**src/rtl/dmem_arb_pkg.sv**
```systemverilog
// Shared types and constants for the data-memory port arbiter.
// Included by the starvation counter and the top-level arbiter.
package dmem_arb_pkg;

    localparam int STARVE_W             = 8;
    localparam int STARVE_LIMIT_DEFAULT = 8;

    typedef enum logic [1:0] {
        OWN_NONE = 2'd0,
        OWN_C    = 2'd1,
        OWN_D    = 2'd2
    } rd_owner_t;

    // Out-of-range limits are pulled into 1..255 so the counter always has a reachable ceiling.
    function automatic logic [STARVE_W-1:0] starve_limit_cnt(input int lim);
        if (lim < 1) begin
            return STARVE_W'(1);
        end else if (lim > 255) begin
            return STARVE_W'(255);
        end
        return STARVE_W'(lim);
    endfunction

endpackage

```
**src/rtl/dmem_arb_starve_cnt.sv**
```systemverilog
// Counts consecutive cycles in which the loader requested but was denied.
// It saturates at the limit, where it forces the loader through.
module dmem_arb_starve_cnt
    import dmem_arb_pkg::*;
#(
    parameter int STARVE_LIMIT = STARVE_LIMIT_DEFAULT
) (
    input  logic                clock,
    input  logic                resetn,
    input  logic                d_req,
    input  logic                d_gnt,
    output logic [STARVE_W-1:0] cnt,
    output logic                starved
);

    localparam logic [STARVE_W-1:0] LIMIT = starve_limit_cnt(STARVE_LIMIT);

    logic [STARVE_W-1:0] cnt_q;
    logic [STARVE_W-1:0] cnt_d;

    always_comb begin
        cnt_d = cnt_q;
        if (d_gnt || !d_req) begin
            cnt_d = '0;
        end else if (cnt_q >= LIMIT) begin
            cnt_d = LIMIT;
        end else begin
            cnt_d = cnt_q + STARVE_W'(1);
        end
    end

    always_ff @(posedge clock or negedge resetn) begin
        if (!resetn) begin
            cnt_q <= '0;
        end else begin
            cnt_q <= cnt_d;
        end
    end

    assign cnt     = cnt_q;
    assign starved = d_req & (cnt_q == LIMIT);

endmodule

```
**src/rtl/dmem_port_arbiter.sv**
```systemverilog
// Fixed-priority arbiter for the CPU (C) and loader (D) ports of the single-ported data memory.
// The loader gets a guaranteed slot through a starvation counter.
module dmem_port_arbiter
    import dmem_arb_pkg::*;
#(
    parameter int AW           = 32,
    parameter int DW           = 32,
    parameter int STARVE_LIMIT = STARVE_LIMIT_DEFAULT
) (
    input  logic          clock,
    input  logic          resetn,

    input  logic          c_req,
    input  logic          c_we,
    input  logic [AW-1:0] c_addr,
    input  logic [DW-1:0] c_wdata,
    output logic          c_gnt,
    output logic          c_stall,
    output logic          c_rvalid,
    output logic [DW-1:0] c_rdata,

    input  logic          d_req,
    input  logic          d_we,
    input  logic [AW-1:0] d_addr,
    input  logic [DW-1:0] d_wdata,
    output logic          d_gnt,
    output logic          d_rvalid,
    output logic [DW-1:0] d_rdata,

    output logic          m_en,
    output logic          m_we,
    output logic [AW-1:0] m_addr,
    output logic [DW-1:0] m_wdata,
    input  logic [DW-1:0] m_rdata,

    output logic          starved
);

    localparam logic [STARVE_W-1:0] LIMIT = starve_limit_cnt(STARVE_LIMIT);

    logic [STARVE_W-1:0] cnt;
    logic                d_force;
    rd_owner_t           rd_owner_q;
    rd_owner_t           rd_owner_d;

    dmem_arb_starve_cnt #(
        .STARVE_LIMIT(STARVE_LIMIT)
    ) u_starve_cnt (
        .clock  (clock),
        .resetn (resetn),
        .d_req  (d_req),
        .d_gnt  (d_gnt),
        .cnt    (cnt),
        .starved(starved)
    );

    assign d_force = d_req & (cnt == LIMIT);

    // Grants are held off while reset is asserted, even with requests pending.
    always_comb begin
        c_gnt = 1'b0;
        d_gnt = 1'b0;
        if (resetn) begin
            if (d_force) begin
                d_gnt = 1'b1;
            end else if (c_req) begin
                c_gnt = 1'b1;
            end else if (d_req) begin
                d_gnt = 1'b1;
            end
        end
    end

    assign c_stall = c_req & ~c_gnt;

    always_comb begin
        m_en    = c_gnt | d_gnt;
        m_we    = 1'b0;
        m_addr  = '0;
        m_wdata = '0;
        if (c_gnt) begin
            m_we    = c_we;
            m_addr  = c_addr;
            m_wdata = c_wdata;
        end else if (d_gnt) begin
            m_we    = d_we;
            m_addr  = d_addr;
            m_wdata = d_wdata;
        end
    end

    // Read-return tracker: remembers which port owns the data arriving next cycle.
    always_ff @(posedge clock or negedge resetn) begin
        if (!resetn) begin
            rd_owner_q <= OWN_NONE;
        end else begin
            rd_owner_q <= rd_owner_d;
        end
    end

    always_comb begin
        rd_owner_d = OWN_NONE;
        if (c_gnt && !c_we) begin
            rd_owner_d = OWN_C;
        end else if (d_gnt && !d_we) begin
            rd_owner_d = OWN_D;
        end
    end

    always_comb begin
        c_rvalid = (rd_owner_q == OWN_C);
        d_rvalid = (rd_owner_q == OWN_D);
    end

    assign c_rdata = m_rdata;
    assign d_rdata = m_rdata;

endmodule
```
**config.mk**
```make
export PLATFORM = sky130hd
export DESIGN_NAME = dmem_port_arbiter
export DESIGN_NICKNAME = d
export VERILOG_FILES = /design/src/rtl/dmem_arb_pkg.sv /design/src/rtl/dmem_arb_starve_cnt.sv /design/src/rtl/dmem_port_arbiter.sv
export SDC_FILE = /design/constraint.sdc
export NUM_CORES = 1
export LEC_CHECK = 0
export BUFFER_PORTS_ARGS = -buffer_cell sky130_fd_sc_hd__buf_2
export CELL_PAD_IN_SITES_DETAIL_PLACEMENT = 0
export CELL_PAD_IN_SITES_GLOBAL_PLACEMENT = 1
export CORE_AREA = 4 4 115 117
export DETAILED_ROUTE_END_ITERATION = 6
export DIE_AREA = 0 0 119 121
export HOLD_SLACK_MARGIN = 0.05
export PLACE_DENSITY_LB_ADDON = 0.12
export SYNTH_ARGS = -nofsm -noshare
export SYNTH_HDL_FRONTEND = slang
export SYNTH_SLANG_ARGS = --single-unit
export TNS_END_PERCENT = 1
```
**constraint.sdc**
```tcl
create_clock -name clock -period 4.9 [get_ports clock]
set_input_delay 0.49 -clock clock [delete_from_list [all_inputs] [get_ports clock]]
set_output_delay 0.49 -clock clock [all_outputs]
set_load 0.03 [all_outputs]
```
# [Word-level counts from Yosys, hierarchy flattened]
# Cells that the tools add are included.
[op_classes] mux=17 n_bitwise=4 reduce_logical=6 n_addsub=1 magnitude_cmp=1 n_eq_ne=3
[ops] cell="32-bit two-way mux" n=4
[ops] cell="8-bit two-way mux" n=2
[ops] cell="1-bit two-way mux" n=9
[ops] cell="8-bit by 1-bit adder with 8-bit output, second input constant" n=1
[ops] cell="8-bit by 4-bit == test with 1-bit output, second input constant" n=1
[ops] cell="8-bit by 4-bit greater-or-equal comparator with 1-bit output, second input constant" n=1
[ops] cell="2-bit two-way mux" n=2
[ops] cell="1-bit logical NOT" n=3
[ops] cell="1-bit AND" n=2
[ops] cell="2-bit by 1-bit == test with 1-bit output, second input constant" n=1
[ops] cell="2-bit == test, second input constant" n=1
[ops] cell="1-bit logical AND" n=2
[ops] cell="1-bit logical OR" n=1
[ops] cell="1-bit NOT" n=1
[ops] cell="1-bit OR" n=1
[totals] regBits=10 wordCells=34 in_bits=166 output_inout_bits=136

# [Logic depth before layout (Yosys ltp)]
[logic_depth] word_depth=7 ltp_mapped=7 depth_no_buf=5

# [Hierarchy]
# A second synthesis with hierarchy kept.
[hier_totals] hier_cells=194 hier_area_um2=1762.9
[modules_own_cells] mod="dmem_port_arbiter" area_per_inst_um2=1433.9 n_inst=1 cells_per_inst=168 seq_area_each_um2=50.0
[modules_own_cells] mod="dmem_arb_starve_cnt" area_per_inst_um2=329.1 n_inst=1 cells_per_inst=26 seq_area_each_um2=200.2

# [Least setup slack after synthesis]
# No wires, ideal clock.
[synth_path] kind="reg2out" from="register u_starve_cnt.cnt_q[6] (netlist: u_starve_cnt.cnt[6])" to="output port m_addr[14]" path_buffers=3 slack_ns=2.574 path_stages_with_launch=7 arrival_time_ns=1.836 cell_sequence="dfrtp_1 -> or4_1 -> buf_2 -> o21ai_2 -> buf_4 -> buf_4 -> a32o_1"
[synth_via] elab_chain_cells=6 elab_cells_between_ends=8
[synth_lines] item="from (decl)" line="dmem_arb_starve_cnt.sv:18" rtl="logic [STARVE_W-1:0] cnt_q;"
[synth_lines] item="from (signal assigned)" line="dmem_arb_starve_cnt.sv:36" rtl="cnt_q <= cnt_d;"
[synth_lines] item="8-bit by 4-bit == test with 1-bit output *" line="dmem_port_arbiter.sv:57" rtl="assign d_force = d_req & (cnt == LIMIT);"
[synth_lines] item="1-bit AND *" line="dmem_port_arbiter.sv:57"
[synth_lines] item="1-bit two-way mux" line="dmem_port_arbiter.sv:64" rtl="if (d_force) begin"
[synth_lines] item="1-bit two-way mux" line="dmem_port_arbiter.sv:63" rtl="if (resetn) begin"
[synth_lines] item="32-bit two-way mux" line="dmem_port_arbiter.sv:85" rtl="end else if (d_gnt) begin"
[synth_lines] item="32-bit two-way mux *" line="dmem_port_arbiter.sv:81" rtl="if (c_gnt) begin"
[synth_lines] item="to (decl)" line="dmem_port_arbiter.sv:32" rtl="output logic [AW-1:0] m_addr,"
# Every way passes the cells marked *; elsewhere a longest branch is shown, timed or not.

# [Final worst setup path]
[layout_path] from="register u_starve_cnt.cnt_q[6] (netlist: u_starve_cnt.cnt[6])" to="output port m_addr[31]"
# The elaborated chain is that of the path after synthesis.

==> run metrics <==
Post-Synth Simple-Gate Area 6.29%; Final ANT Viol Nets 0; Reg2Reg Depth 4; Finished Cell Area 2450 sq um; Power Dens Cells 186 nW/um^2; CTS tree yes; clk buf depth 2; clock skew 0.00260 ns; Post-Place Cells 486; number of max-cap violations 0; Synth area leaders a32o_1 38%, buf_4 29%, dfrtp_1 15%; vias 2036; H-Tree Depth 1; Reg2Reg Setup Slack 2.50 ns; Final TNS setup 0 ns; # IOs 302; fmax 301 MHz; worst-path fanout max 44; clock sinks 10; final setup violation count 0; fraction of synthesized area in multiplexers 0%; Hold WC Path Type input port to async pin; outcome finished clean; Post-Synth XOR/XNOR Area 0.512%; clock network power share 30.0%; initial DRC count 76; core area 12400 sq um; Tmin final 3.32 ns; std cell rows 41; Avg Vias per Cell 4.16; Top FF cell, synth dfrtp_1; residual overflow from global routing 0; post-synthesis compound-gate area fraction about two fifths; RSZ-0062 raised after global routing no; Yosys reg bits 10; M3 GR Usage between 2 and 3%; die area 14400 sq um; worst skew pair latency 0.23 ns; Max-slew headroom 46.0%; Ant. Diodes 0; WL final 7460 um; Avg Synthesized Cell Area 8.96 sq um; CTS clk-pin slew, worst paths 0.04 ns; largest family of logic cells by synthesized area compound AO/OA/AOI/OAI gates; Final Max Tran Viols 0; leakage 0.00129 uW; synth cell count leaders 67 x buf_4, 65 x a32o_1, 10 x clkbuf_1, 10 x dfrtp_1, 6 x buf_2; Synth Area in Adders 1.46%; DRC viols 0; routed len/inst 15.3 um; Critical path origin u_starve_cnt.cnt[6]; Worst VDD drop roughly 0.11 mV; 1st-pass router iterations 4; CP startpoint kind flip-flop; Seq pwr share 19.1%; post-CTS setup buffer count 0; CP Data Required Time ~4.4 ns; die width 119 um; first-pass GRT wire length ~11000 um; RR Endpoint u_starve_cnt.cnt[3]; GP Congestion 0.664; Global Route met2 Usage about 18%; largest net degree at the start of global routing between 60 and 70; Netlist cell types 25; CTS Hold Bufs 0; initial antenna violation count 0; # resized after CTS 0; Mapped Area 1710 sq um; Port-buffer cells 205; gr usage total 9.29%; slowest CP cell or4_1; gr busiest metal met2; GR Layer Usage met1 a little under a tenth; peak per-stage delay on the critical path between 0.6 and 0.7 ns; Crit path arrival time 2.83 ns; CTS buffer count 3; leading area contributor after synthesis a32o_1; Switching Share 38.6%; EDFF count, synth 0; Net Switching 176 uW; final hold vios 0; final net count 487; YS warnings 0; fin worst setup slack 1.58 ns; Layout fillers about 1400; CP cell instances or4_1 > o21ai_4 > buf_4 > a32o_1 > buf_2; Final Cycle Share 67.8%; worst reg2reg path startpoint u_starve_cnt.cnt[6]; number of global-route vias before repair 2037; share of cells above drive strength 1 between 60% and 70%; non-filler cells, final between 400 and 500; combinational cell fraction of total power between 50% and 60%; clock root cell clkbuf_16; Slew @ Worst Pin 0.810 ns; Area Overhead vs Synth 43.4%; die height 121 um; Placement Setup Slack 1.77 ns; Pint roughly 280 uW; HPWL Detailed 5900 um; Mapped Cells 191; top-count cell post-synth buf_4; Initial Utilization 13.8%; top cell type's share of synthesized area 38.0%; Seq/Total Area, Yosys 14.6%; CP endpoint kind primary output; worst setup path end m_addr[31]; dpl cell area around 2400 sq um; Setup Crit Path Kind flip-flop to primary output; Async SR Flop Fraction 100%
## state kept, by name, summed over array words and instances, names as in the netlist
signal and count:
rd_owner_q 2, u_starve_cnt.cnt 8
## stage by stage
step	util [%]	hold slack, ns	total power, uW
floorplan	-	0.194	325
CTS	19.9	0.150	466
global route	19.9	0.175	484
global placement	19.2	0.402	326
finish	19.9	0.138	457
detailed placement	19.2	0.394	325
## cells in the final DEF (no fill, tap or decap)
| cell type | count |
|---|---|
| conb_1 | 4 |
| o21ai_4 | 1 |
| buf_2 | 205 |
| inv_1 | 3 |
| a21oi_1 | 1 |
| and2_1 | 1 |
| or4_1 | 1 |
| buf_4 | 2 |
| or4b_1 | 1 |
| ha_1 | 2 |
| and2_2 | 1 |
| nor2_1 | 4 |
| dfrtp_1 | 10 |
| xnor2_1 | 1 |
| o31ai_1 | 1 |
| o211a_4 | 1 |
| nand4b_1 | 1 |
| and3_1 | 1 |
| o21a_1 | 1 |
| clkbuf_16 | 3 |
| and3b_1 | 1 |
| nor2b_1 | 5 |
| a32o_1 | 65 |
| nand3b_1 | 1 |
## cell type report
cell class,instances,area (sq um),area share (%)
clock buffer,3,75.1,3.06
inverter,3,11.3,0.459
sequential,10,250,10.2
timing repair buffer,207,1040,42.4
tap,172,215,8.77
multi-input combinational,94,862,35.1
## power groups by stage
stage               clock [uW]  combinational (uW)  sequential, uW
finish                     137                 233            87.1
global route               145                 251            87.5
CTS                        141                 237            87.1
detailed placement           0                 237            88.3
global placement             0                 238            88.3
floorplan                    0                 238            87.8
## metal layers
metal  routed length (um)  part of all wire, %
met3                  856                   11
met4                  243                  3.3
met5                    0                    0
met1                 2440                   33
met2                 3920                   53
## worst min path at each step
stage | startpoint | endpoint | slack [ns] | cells after the start
after floorplan | resetn | rd_owner_q[0] | 0.19 | 0
after global placement | resetn | u_starve_cnt.cnt[4] | 0.40 | 1
after detailed placement | resetn | u_starve_cnt.cnt[3] | 0.39 | 1
after CTS | resetn | u_starve_cnt.cnt[3] | 0.15 | 1
after global routing | resetn | u_starve_cnt.cnt[3] | 0.18 | 1
final | resetn | u_starve_cnt.cnt[3] | 0.14 | 1
## cell families (layout without fill, tap and decap cells)
family          count (synthesis)  count (layout)
buf+inv                        90             213
flops                          10              10
xor+xnor                        1               1
simple gates                   17              17
compound gates                 70              70
other cells                     1               4
fa+ha+maj                       2               2
## critical path: cells and delay by family (launching register included)
kind	cells	cell delay, ns
buffers and inverters	2	0.74
AO/OA/AOI/OAI	2	0.83
flip-flops	1	0.35
AND/OR/NAND/NOR	1	0.65
(Power assumes the default switching activity.)
